$ cat src/rtl/dm_axi_access.sv
// dm_axi_access: MEM-stage data-memory access unit.
// Converts the EX/MEM load/store request into single-beat AXI4 transactions,
// aligns store data / builds strobes, extends load data, and stalls the
// pipeline until the access completes.
// Ports:
//   clk, rst (async active-low)
//   i_store, i_DM_OE, i_funct3, i_ALUout, i_rs2_data : request from EX/MEM
//   mem_stall (combinational), o_load_data, o_load_valid, o_bus_err
//   AR/R/AW/W/B : AXI4 master channels, single beat, 32-bit data
module dm_axi_access #(
   parameter int unsigned ID_W   = 4,
   parameter int unsigned AXI_ID = 0
) (
   input  logic            clk,
   input  logic            rst,
   input  logic            i_store,
   input  logic            i_DM_OE,
   input  logic [2:0]      i_funct3,
   input  logic [31:0]     i_ALUout,
   input  logic [31:0]     i_rs2_data,
   output logic            mem_stall,
   output logic [31:0]     o_load_data,
   output logic            o_load_valid,
   output logic            o_bus_err,
   output logic [ID_W-1:0] ARID,
   output logic [31:0]     ARADDR,
   output logic [7:0]      ARLEN,
   output logic [2:0]      ARSIZE,
   output logic [1:0]      ARBURST,
   output logic            ARVALID,
   input  logic            ARREADY,
   input  logic [ID_W-1:0] RID,
   input  logic [31:0]     RDATA,
   input  logic [1:0]      RRESP,
   input  logic            RLAST,
   input  logic            RVALID,
   output logic            RREADY,
   output logic [ID_W-1:0] AWID,
   output logic [31:0]     AWADDR,
   output logic [7:0]      AWLEN,
   output logic [2:0]      AWSIZE,
   output logic [1:0]      AWBURST,
   output logic            AWVALID,
   input  logic            AWREADY,
   output logic [31:0]     WDATA,
   output logic [3:0]      WSTRB,
   output logic            WLAST,
   output logic            WVALID,
   input  logic            WREADY,
   input  logic [ID_W-1:0] BID,
   input  logic [1:0]      BRESP,
   input  logic            BVALID,
   output logic            BREADY
);

   typedef enum logic [2:0] {
      S_IDLE, S_RD_ADDR, S_RD_DATA, S_WR_REQ, S_WR_RESP, S_DONE
   } state_e;

   state_e      state_q;
   logic [31:0] addr_q;
   logic [1:0]  off_q;
   logic [2:0]  funct3_q;
   logic [31:0] wdata_q;
   logic [3:0]  wstrb_q;
   logic        arvalid_q, rready_q, awvalid_q, wvalid_q, bready_q;
   logic [31:0] load_data_q;
   logic        load_valid_q, bus_err_q;

   logic [31:0] wdata_d;
   logic [3:0]  wstrb_d;
   logic [31:0] load_ext_c;
   logic [7:0]  rd_byte_c;
   logic [15:0] rd_half_c;

   // IDs, burst and size fields are not checked on the response side
   logic unused_c;
   assign unused_c = ^{RID, BID, RLAST};

   // Store alignment: replicate the low lanes and shift the strobe to the target bytes
   always_comb begin
      wstrb_d = 4'b1111;
      wdata_d = i_rs2_data;
      case (i_funct3)
         3'b000: begin
            wstrb_d = 4'b0001 << i_ALUout[1:0];
            wdata_d = {4{i_rs2_data[7:0]}};
         end
         3'b001: begin
            wstrb_d = 4'b0011 << {i_ALUout[1], 1'b0};
            wdata_d = {2{i_rs2_data[15:0]}};
         end
         default: ;
      endcase
   end

   // Load extraction from the latched byte offset and width code
   always_comb begin
      rd_byte_c = RDATA[7:0];
      case (off_q)
         2'd1:    rd_byte_c = RDATA[15:8];
         2'd2:    rd_byte_c = RDATA[23:16];
         2'd3:    rd_byte_c = RDATA[31:24];
         default: rd_byte_c = RDATA[7:0];
      endcase
      rd_half_c  = off_q[1] ? RDATA[31:16] : RDATA[15:0];
      load_ext_c = RDATA;
      case (funct3_q)
         3'b000:  load_ext_c = {{24{rd_byte_c[7]}}, rd_byte_c};
         3'b100:  load_ext_c = {24'd0, rd_byte_c};
         3'b001:  load_ext_c = {{16{rd_half_c[15]}}, rd_half_c};
         3'b101:  load_ext_c = {16'd0, rd_half_c};
         default: load_ext_c = RDATA;
      endcase
   end

   // Access FSM with registered channel handshakes and result pulses
   always_ff @(posedge clk or negedge rst) begin
      if (!rst) begin
         state_q      <= S_IDLE;
         addr_q       <= '0;
         off_q        <= '0;
         funct3_q     <= '0;
         wdata_q      <= '0;
         wstrb_q      <= '0;
         arvalid_q    <= 1'b0;
         rready_q     <= 1'b0;
         awvalid_q    <= 1'b0;
         wvalid_q     <= 1'b0;
         bready_q     <= 1'b0;
         load_data_q  <= '0;
         load_valid_q <= 1'b0;
         bus_err_q    <= 1'b0;
      end else begin
         load_valid_q <= 1'b0;
         bus_err_q    <= 1'b0;
         case (state_q)
            S_IDLE: begin
               if (i_store) begin
                  addr_q    <= {i_ALUout[31:2], 2'b00};
                  wdata_q   <= wdata_d;
                  wstrb_q   <= wstrb_d;
                  awvalid_q <= 1'b1;
                  wvalid_q  <= 1'b1;
                  state_q   <= S_WR_REQ;
               end else if (i_DM_OE) begin
                  addr_q    <= {i_ALUout[31:2], 2'b00};
                  off_q     <= i_ALUout[1:0];
                  funct3_q  <= i_funct3;
                  arvalid_q <= 1'b1;
                  state_q   <= S_RD_ADDR;
               end
            end
            S_RD_ADDR: begin
               if (ARREADY) begin
                  arvalid_q <= 1'b0;
                  rready_q  <= 1'b1;
                  state_q   <= S_RD_DATA;
               end
            end
            S_RD_DATA: begin
               if (RVALID) begin
                  rready_q     <= 1'b0;
                  load_data_q  <= load_ext_c;
                  load_valid_q <= 1'b1;
                  bus_err_q    <= (RRESP != 2'b00);
                  state_q      <= S_DONE;
               end
            end
            S_WR_REQ: begin
               // AW and W complete independently; move on once neither is pending
               if (AWREADY) awvalid_q <= 1'b0;
               if (WREADY)  wvalid_q  <= 1'b0;
               if ((!awvalid_q || AWREADY) && (!wvalid_q || WREADY)) begin
                  bready_q <= 1'b1;
                  state_q  <= S_WR_RESP;
               end
            end
            S_WR_RESP: begin
               if (BVALID) begin
                  bready_q  <= 1'b0;
                  bus_err_q <= (BRESP != 2'b00);
                  state_q   <= S_DONE;
               end
            end
            S_DONE:  state_q <= S_IDLE;
            default: state_q <= S_IDLE;
         endcase
      end
   end

   // Stall the pipeline from request visibility until the DONE cycle
   assign mem_stall = ((state_q == S_IDLE) && (i_store || i_DM_OE)) ||
                      (state_q == S_RD_ADDR) || (state_q == S_RD_DATA) ||
                      (state_q == S_WR_REQ)  || (state_q == S_WR_RESP);

   assign o_load_data  = load_data_q;
   assign o_load_valid = load_valid_q;
   assign o_bus_err    = bus_err_q;

   assign ARID    = ID_W'(AXI_ID);
   assign ARADDR  = addr_q;
   assign ARLEN   = 8'd0;
   assign ARSIZE  = 3'b010;
   assign ARBURST = 2'b01;
   assign ARVALID = arvalid_q;
   assign RREADY  = rready_q;

   assign AWID    = ID_W'(AXI_ID);
   assign AWADDR  = addr_q;
   assign AWLEN   = 8'd0;
   assign AWSIZE  = 3'b010;
   assign AWBURST = 2'b01;
   assign AWVALID = awvalid_q;
   assign WDATA   = wdata_q;
   assign WSTRB   = wstrb_q;
   assign WLAST   = 1'b1;
   assign WVALID  = wvalid_q;
   assign BREADY  = bready_q;

endmodule

$ cat config.mk
export PLATFORM = sky130hd
export DESIGN_NAME = dm_axi_access
export DESIGN_NICKNAME = d
export VERILOG_FILES = /design/src/rtl/dm_axi_access.sv
export SDC_FILE = /design/constraint.sdc
export NUM_CORES = 1
export LEC_CHECK = 0
export ABC_AREA = 1
export CELL_PAD_IN_SITES_DETAIL_PLACEMENT = 0
export CELL_PAD_IN_SITES_GLOBAL_PLACEMENT = 2
export CORE_ASPECT_RATIO = 0.6
export CORE_UTILIZATION = 22
export DETAILED_ROUTE_END_ITERATION = 16
export GPL_TIMING_DRIVEN = 1
export PLACE_DENSITY_LB_ADDON = 0.1
export SYNTH_ARGS = -nofsm -noshare
export SYNTH_HDL_FRONTEND = slang
export SYNTH_SLANG_ARGS = --single-unit
$ cat constraint.sdc
create_clock -name clk -period 1.69 [get_ports clk]
set_input_delay 0.338 -clock clk [delete_from_list [all_inputs] [get_ports clk]]
set_output_delay 0.338 -clock clk [all_outputs]
set_load 0.05 [all_outputs]
==> impl_metrics.py, run 1 <==
metrics = {
    "layout": {
        "areaGrowthSynthToFinish_pct": 54.06,
        "stdcell_area_um2": 9453,
        "final_common_cell": "nand2_1",
        "fillers": 2819,
        "fin_nets": 1183,
        "mostFrequentLayoutCells": "238 x nand2_1, 174 x buf_4, 110 x dfrtp_1, 110 x clkdlybuf4s50_1, 82 x inv_1",
        "drive_gt1_share_pct": 25.23,
    },
    "logic_synthesis": {
        "synth-xor-area-share_pct": 0,
        "synth_fa_ha_area_share_pct": 0,
        "synth_warnings": 0,
        "synth.area.top_cells": "dfrtp_1 46%, nand2_1 15%, buf_4 9.3%",
        "yosysSeqAreaShare_pct": 46.08,
        "async_reset_ff_share_pct": 100.0,
        "synth-compound-area-share_pct": 9.033,
        "synth_seq_cells": 113,
        "synth_edf_count": 0,
        "netlist.area_leader.share_pct": 46.08,
        "yosys.area_share.simple_pct": 27.69,
        "synth-main-ff-cell": "dfrtp_1",
        "muxShareOfSynthArea_pct": 0,
        "syn_area_per_cell_um2": 7.603,
        "syn_area_um2": 6136,
        "synth_top_family_by_area": "simple AND/OR/NAND/NOR gates",
        "synth_cells": 807,
        "synth_area_leader_cell": "dfrtp_1",
        "ys_types": 30,
    },
    "timing": {
        "setup_ws_ns": -0.09954,
        "hold_viol_final": 0,
        "rsz0062_at_grt": "true",
        "final-setup-viol-count": 1,
        "fin_crit_ns": 1.790,
        "finalClockSkew_ns": 0.01018,
        "slew_violations": 0,
        "fin_setup_tns_ns": -0.09954,
        "fin_crit_sh_pct": 105.9,
        "clock.fmax_mhz": 558.8,
        "hold_ws_ns": 0.4160,
    },
    "power": {
        "power.share.clock_pct": 18.8,
        "vdd_drop_max_mv": 1.345,
        "sw_frac_of_total_pct": 50.86,
        "p_int_mw": 10.80,
        "power_switching_mw": 11.18,
        "p_comb_share_pct": 58.6,
        "power.density_nw_per_um2": 2326,
        "p_total_mw": 21.99,
        "p_seq_share_pct": 22.6,
        "leakage_nw": 4.868,
    },
    "grt": {
        "grt_overflow": 0,
        "antenna_found_initial": 1,
        "grt_pass1_wl_mm": 33.49,
        "track_usage_pct": 15.58,
        "grt_pass1_vias": 5613,
        "grt_max_degree": 64,
    },
    "die": {
        "placementRows": 46,
        "die_w_um": 217.6,
        "die_area_um2": 28580,
        "coreArea_um2": 26880,
        "pin_count": 296,
        "start_util_pct": 22.83,
        "die_y_um": 131.4,
    },
    "setup_path": {
        "regToRegStartpoint": "state_q[1]",
        "r2r-end": "o_load_data[29]",
        "rrSetupSlack_ns": 0.14,
        "crit_chain": "nor2_4 > nand2_2 > nor2_2 > o21bai_1 > inv_1 > buf_12",
        "cp_data_arrival_time_ns": 1.45,
        "path_max_fanout": 2,
        "endpoint_kind": "primary output",
        "crit_family": "flip-flops",
        "cp.required_ns": 1.35,
        "crit_type": "reg2out",
        "reg2regPathDepth": 8,
        "slowest_delay_ns": 0.42,
        "crit_buf_inv": 2,
        "slowest_stage": "dfrtp_2",
        "start_kind": "flip-flop",
    },
    "job": {
        "cap_violations": 0,
    },
    "detailed_routing": {
        "drt-met1-wl_mm": 11.06,
        "wl_met3_mm": 1.357,
        "postRouteAntennaNets": 0,
        "viasPerCell": 3.992,
        "highest_layer": "met4",
        "wl_per_cell_um": 15.06,
        "first_pass_iters": 5,
        "dr_wl_met2_mm": 8.938,
        "routed_wirelength_mm": 21.61,
        "drt-initial-drc-count": 349,
        "vias": 5728,
        "drc": 0,
    },
    "clock_tree": {
        "cts_buffers": 17,
        "clock-root-buffer": "clkbuf_16",
        "cts_sinks": 113,
        "clk_latency_ns": 0.43,
        "cts_tree": "yes",
        "cts_buffer_depth": 2,
        "h-tree-depth": 4,
        "clk_pin_slew_ns": 0.06,
    },
    "place": {
        "gp_congestion": 0.7453,
        "postPlaceCellArea_um2": 8732,
        "portBuffers": 247,
        "hpwl_mm": 16.78,
    },
    "min_path": {
        "hold_path_class": "in2async",
    },
    "status": {
        "violations": "negative setup slack",
        "outcome": "finished with violations",
    },
}
## worst max-delay path by stage
stage | from | slack (ns) | end | cells after the start
5_1_grt | state_q[0] | -0.21 | mem_stall | 6
6_report | state_q[0] | -0.1 | mem_stall | 6
4_1_cts | state_q[0] | -0.15 | mem_stall | 6
3_3_place_gp | i_funct3[1] | -0.20 | WDATA[12] | 8
3_5_place_dp | i_funct3[1] | -0.21 | WDATA[12] | 8
2_1_floorplan | state_q[0] | 0.19 | mem_stall | 5
## cell families (layout without fill, tap and decap cells)
family | count (synthesis) | count (layout)
AO/OA/AOI/OAI | 100 | 100
other | 2 | 40
AND/OR/NAND/NOR | 400 | 400
flip-flops | 113 | 113
buffers and inverters | 192 | 422
## power groups by stage
stage	Clock, mW	Combinational [mW]	Sequential, mW
after floorplan	0	5.04	8.87
after global placement	0	13.0	5.01
after detailed placement	0	13.0	5.01
after CTS	4.26	13.1	4.99
after global routing	4.36	13.8	5.15
final	4.14	12.9	4.96
## metal layers
layer,track usage [%],vias to the layer above
met5,0,-
met4,4.617,0
met3,4.769,16
met2,21.78,164
met1,22.59,2617
li1,-,2931
## stage by stage
| step | utilization [%] | setup slack (ns) | instances |
|---|---|---|---|
| 6_report | 35.17 | -0.09954 | 1435 |
| 5_1_grt | 35.16 | -0.2064 | 1434 |
| 4_1_cts | 35.15 | -0.1466 | 1434 |
| 3_5_place_dp | 32.49 | -0.2119 | 1399 |
| 3_3_place_gp | 32.49 | -0.2046 | 1399 |
| 2_1_floorplan | - | 0.1885 | 844 |
## layout make-up
type,instances,area (um2),share of cell area (%)
Clock buffer,23,498.0,5.268
Timing Repair Buffer,301,2738,28.96
Sequential cell,113,2831,29.95
Inverter,90,345.3,3.653
Multi-Input combinational cell,539,2414,25.53
Antenna cell,1,2.502,0.02647
Tap cell,360,450.4,4.765
Clock inverter,8,173.9,1.840
## repair_timing
action                     in CTS  in global routing
setup buffers                   3                  0
hold endpoints to repair      113                  0
hold buffers                    1                  0
pin swaps                       1                  0
setup endpoints to repair       1                  4
resized for setup               4                  2
## flip-flops by register name, summed over array words and instances (netlist names)
name,flops
RREADY,1
state_q,3
ARADDR,30
WSTRB,4
funct3_q,3
ARVALID,1
off_q,2
o_load_data,32
o_load_valid,1
WDATA,32
BREADY,1
WVALID,1
AWVALID,1
o_bus_err,1
## cells in the mapped netlist, types with 6 or more instances
| cell | number |
|---|---|
| nand3_1 | 61 |
| o21ai_0 | 40 |
| or2_2 | 20 |
| inv_1 | 82 |
| nand2_1 | 238 |
| inv_2 | 6 |
| nand2_2 | 6 |
| nor2_2 | 6 |
| o21ai_1 | 23 |
| clkbuf_1 | 7 |
| nor2_1 | 63 |
| o22ai_1 | 9 |
| a21oi_1 | 15 |
| buf_4 | 76 |
| dfrtp_1 | 113 |
| buf_2 | 17 |
## worst reg2reg max path, delay by kind of cell (launching register included)
family,cells,cell delay (ns)
buffers and inverters,4,0.50
flip-flops,1,0.42
AND/OR/NAND/NOR,4,0.51
Power figures use the tool's default switching activity.
==> run 2: changes to the inputs <==
- CAP_MARGIN: default -> 0
- CORE_ASPECT_RATIO: 0.6 -> default
- GPL_ROUTABILITY_DRIVEN: default -> 0
==> run 2 against run 1 <==
The run still ends with negative setup slack left; critical path depth unchanged; wire length down 0.96%; via count increased by 0.56%; critical endpoint unchanged; largest cell class unchanged; largest power group unchanged.
==> impl_metrics.py, run 2 (same netlist as run 1, synthesis figures left out) <==
metrics = {
    "layout": {
        "final_common_cell": "nand2_1",
        "regArea_um2": 2829,
        "areaGrowthSynthToFinish_pct": 54.55,
        "fillers": 2974,
        "multi_input_area_um2": 2424,
        "n_antenna_cell": 0,
        "fin_nets": 1187,
        "drive_gt1_share_pct": 25.39,
        "stdcell_area_um2": 9483,
        "mostFrequentLayoutCells": "238 x nand2_1, 175 x buf_4, 112 x dfrtp_1",
    },
    "die": {
        "die_y_um": 169.0,
        "die_area_um2": 28560,
        "start_util_pct": 22.58,
        "coreArea_um2": 27180,
        "pin_count": 296,
        "placementRows": 60,
        "die_w_um": 169.0,
    },
    "place": {
        "postPlaceCellArea_um2": 8815,
        "portBuffers": 247,
        "hpwl_mm": 16.34,
        "preCtsSetupSlack_ns": -0.2095,
    },
    "clock_tree": {
        "clock-root-buffer": "clkbuf_16",
        "h-tree-depth": 4,
        "cts_buffer_depth": 2,
        "clk_pin_slew_ns": 0.06,
        "cts_tree": "yes",
        "cts_sinks": 113,
        "cts_buffers": 17,
        "clk_latency_ns": 0.42,
    },
    "setup_path": {
        "cp.required_ns": 1.35,
        "crit_family": "flip-flops",
        "start_kind": "flip-flop",
        "crit_chain": "nor2_4 > nand2_4 > nor2_4 > o21bai_1 > inv_1 > buf_12",
        "rrSetupSlack_ns": 0.06,
        "slowest_stage": "dfrtp_1",
        "path_max_fanout": 2,
        "crit_type": "reg2out",
        "cp_data_arrival_time_ns": 1.45,
        "crit_buf_inv": 2,
        "endpoint_kind": "primary output",
        "crit_path_frequent_cell": "nor2_4",
        "slowest_delay_ns": 0.40,
    },
    "grt": {
        "track_usage_pct": 15.17,
        "grt_pass1_wl_mm": 32.95,
        "antenna_found_initial": 0,
        "grt_overflow": 0,
        "grt_max_degree": 31,
        "grt_pass1_vias": 5865,
    },
    "power": {
        "power.density_nw_per_um2": 2273,
        "vdd_drop_max_mv": 0.9509,
        "leakage_nw": 4.880,
    },
    "timing": {
        "fin_crit_ns": 1.792,
        "final-setup-viol-count": 1,
        "hold_viol_final": 0,
        "slew_violations": 0,
        "rsz0062_at_grt": "true",
        "fin_crit_sh_pct": 106.0,
        "setup_ws_ns": -0.1019,
        "clock.fmax_mhz": 558.1,
        "finalClockSkew_ns": 0.01341,
    },
    "detailed_routing": {
        "vias": 5760,
        "wl_per_cell_um": 14.75,
        "drc": 0,
        "postRouteAntennaNets": 0,
        "routed_wirelength_mm": 21.40,
        "first_pass_iters": 4,
        "drt-initial-drc-count": 265,
        "viasPerCell": 3.970,
    },
    "status": {
        "outcome": "finished with violations",
        "violations": "negative setup slack",
    },
    "job": {
        "cap_violations": 0,
    },
    "min_path": {
        "hold_path_class": "in2async",
    },
}
## run 2: cell count changes in the layout (fill, tap and decap cells not counted), moves of 2 or more
cell,change
clkbuf_8,-3
clkinv_4,+2
dfrtp_1,+2
bufinv_16,-2
buf_12,+3
clkinv_2,+2
dfrtp_2,-2
## run 2: stage by stage
step	hold WS, ns	TNS, ns	utilization [%]	cells	power [mW]
after global placement	0.3400	-4.363	32.44	1415	17.83
after CTS	0.4388	-0.1375	34.85	1450	21.86
after floorplan	0.04241	0	-	844	13.91
after detailed placement	0.3474	-4.549	32.44	1415	17.84
final	0.4255	-0.1019	34.89	1451	21.55
after global routing	0.4485	-0.2282	34.89	1451	22.89
## run 2: where the power goes
group / leakage (nW) / total, mW / switching (mW) / internal, mW
Clock: 0.293 / 3.81 / 1.41 / 2.40
Combinational: 3.25 / 12.8 / 8.83 / 3.98
Sequential: 1.34 / 4.94 / 0.938 / 4.00
Total: 4.88 / 21.6 / 11.2 / 10.4
## run 2: worst paths after layout
check                                  start         endpoint  depth (start not counted)
worst max-delay path              state_q[1]        mem_stall                          6
worst min-delay path                     rst  o_load_data[12]                          2
worst max register to register    state_q[1]  o_load_data[24]                          9
worst min register to register       ARVALID          ARVALID                          2
max in group asynchronous                rst       state_q[0]                          3
min in group clk                i_ALUout[10]       ARADDR[10]                          3
## run 2: what timing repair did
item | 4_1_cts | 5_1_grt
setup endpoints to repair | 1 | 16
pin swaps | 2 | 2
hold buffers | 1 | 0
gates resized for setup | 4 | 2
hold endpoints to repair | 17 | 0
setup buffers | 2 | 1
## run 2: final cells by class
class / instances / area share, %
Clock buffer: 20 / 4.816
Multi-Input combinational cell: 539 / 25.56
Clock inverter: 12 / 1.662
Tap cell: 372 / 4.908
Inverter: 90 / 3.642
Sequential cell: 113 / 29.83
Timing Repair Buffer: 305 / 29.58
## run 2: routing by layer
layer | global-route usage [%] | part of all wire [%] | vias to the layer above
met2 | 25.35 | 49 | 163
met1 | 18.56 | 44 | 2659
met3 | 5.284 | 6.5 | 15
li1 | - | - | 2923
met4 | 3.878 | 1.1 | 0
met5 | 0 | 0 | -
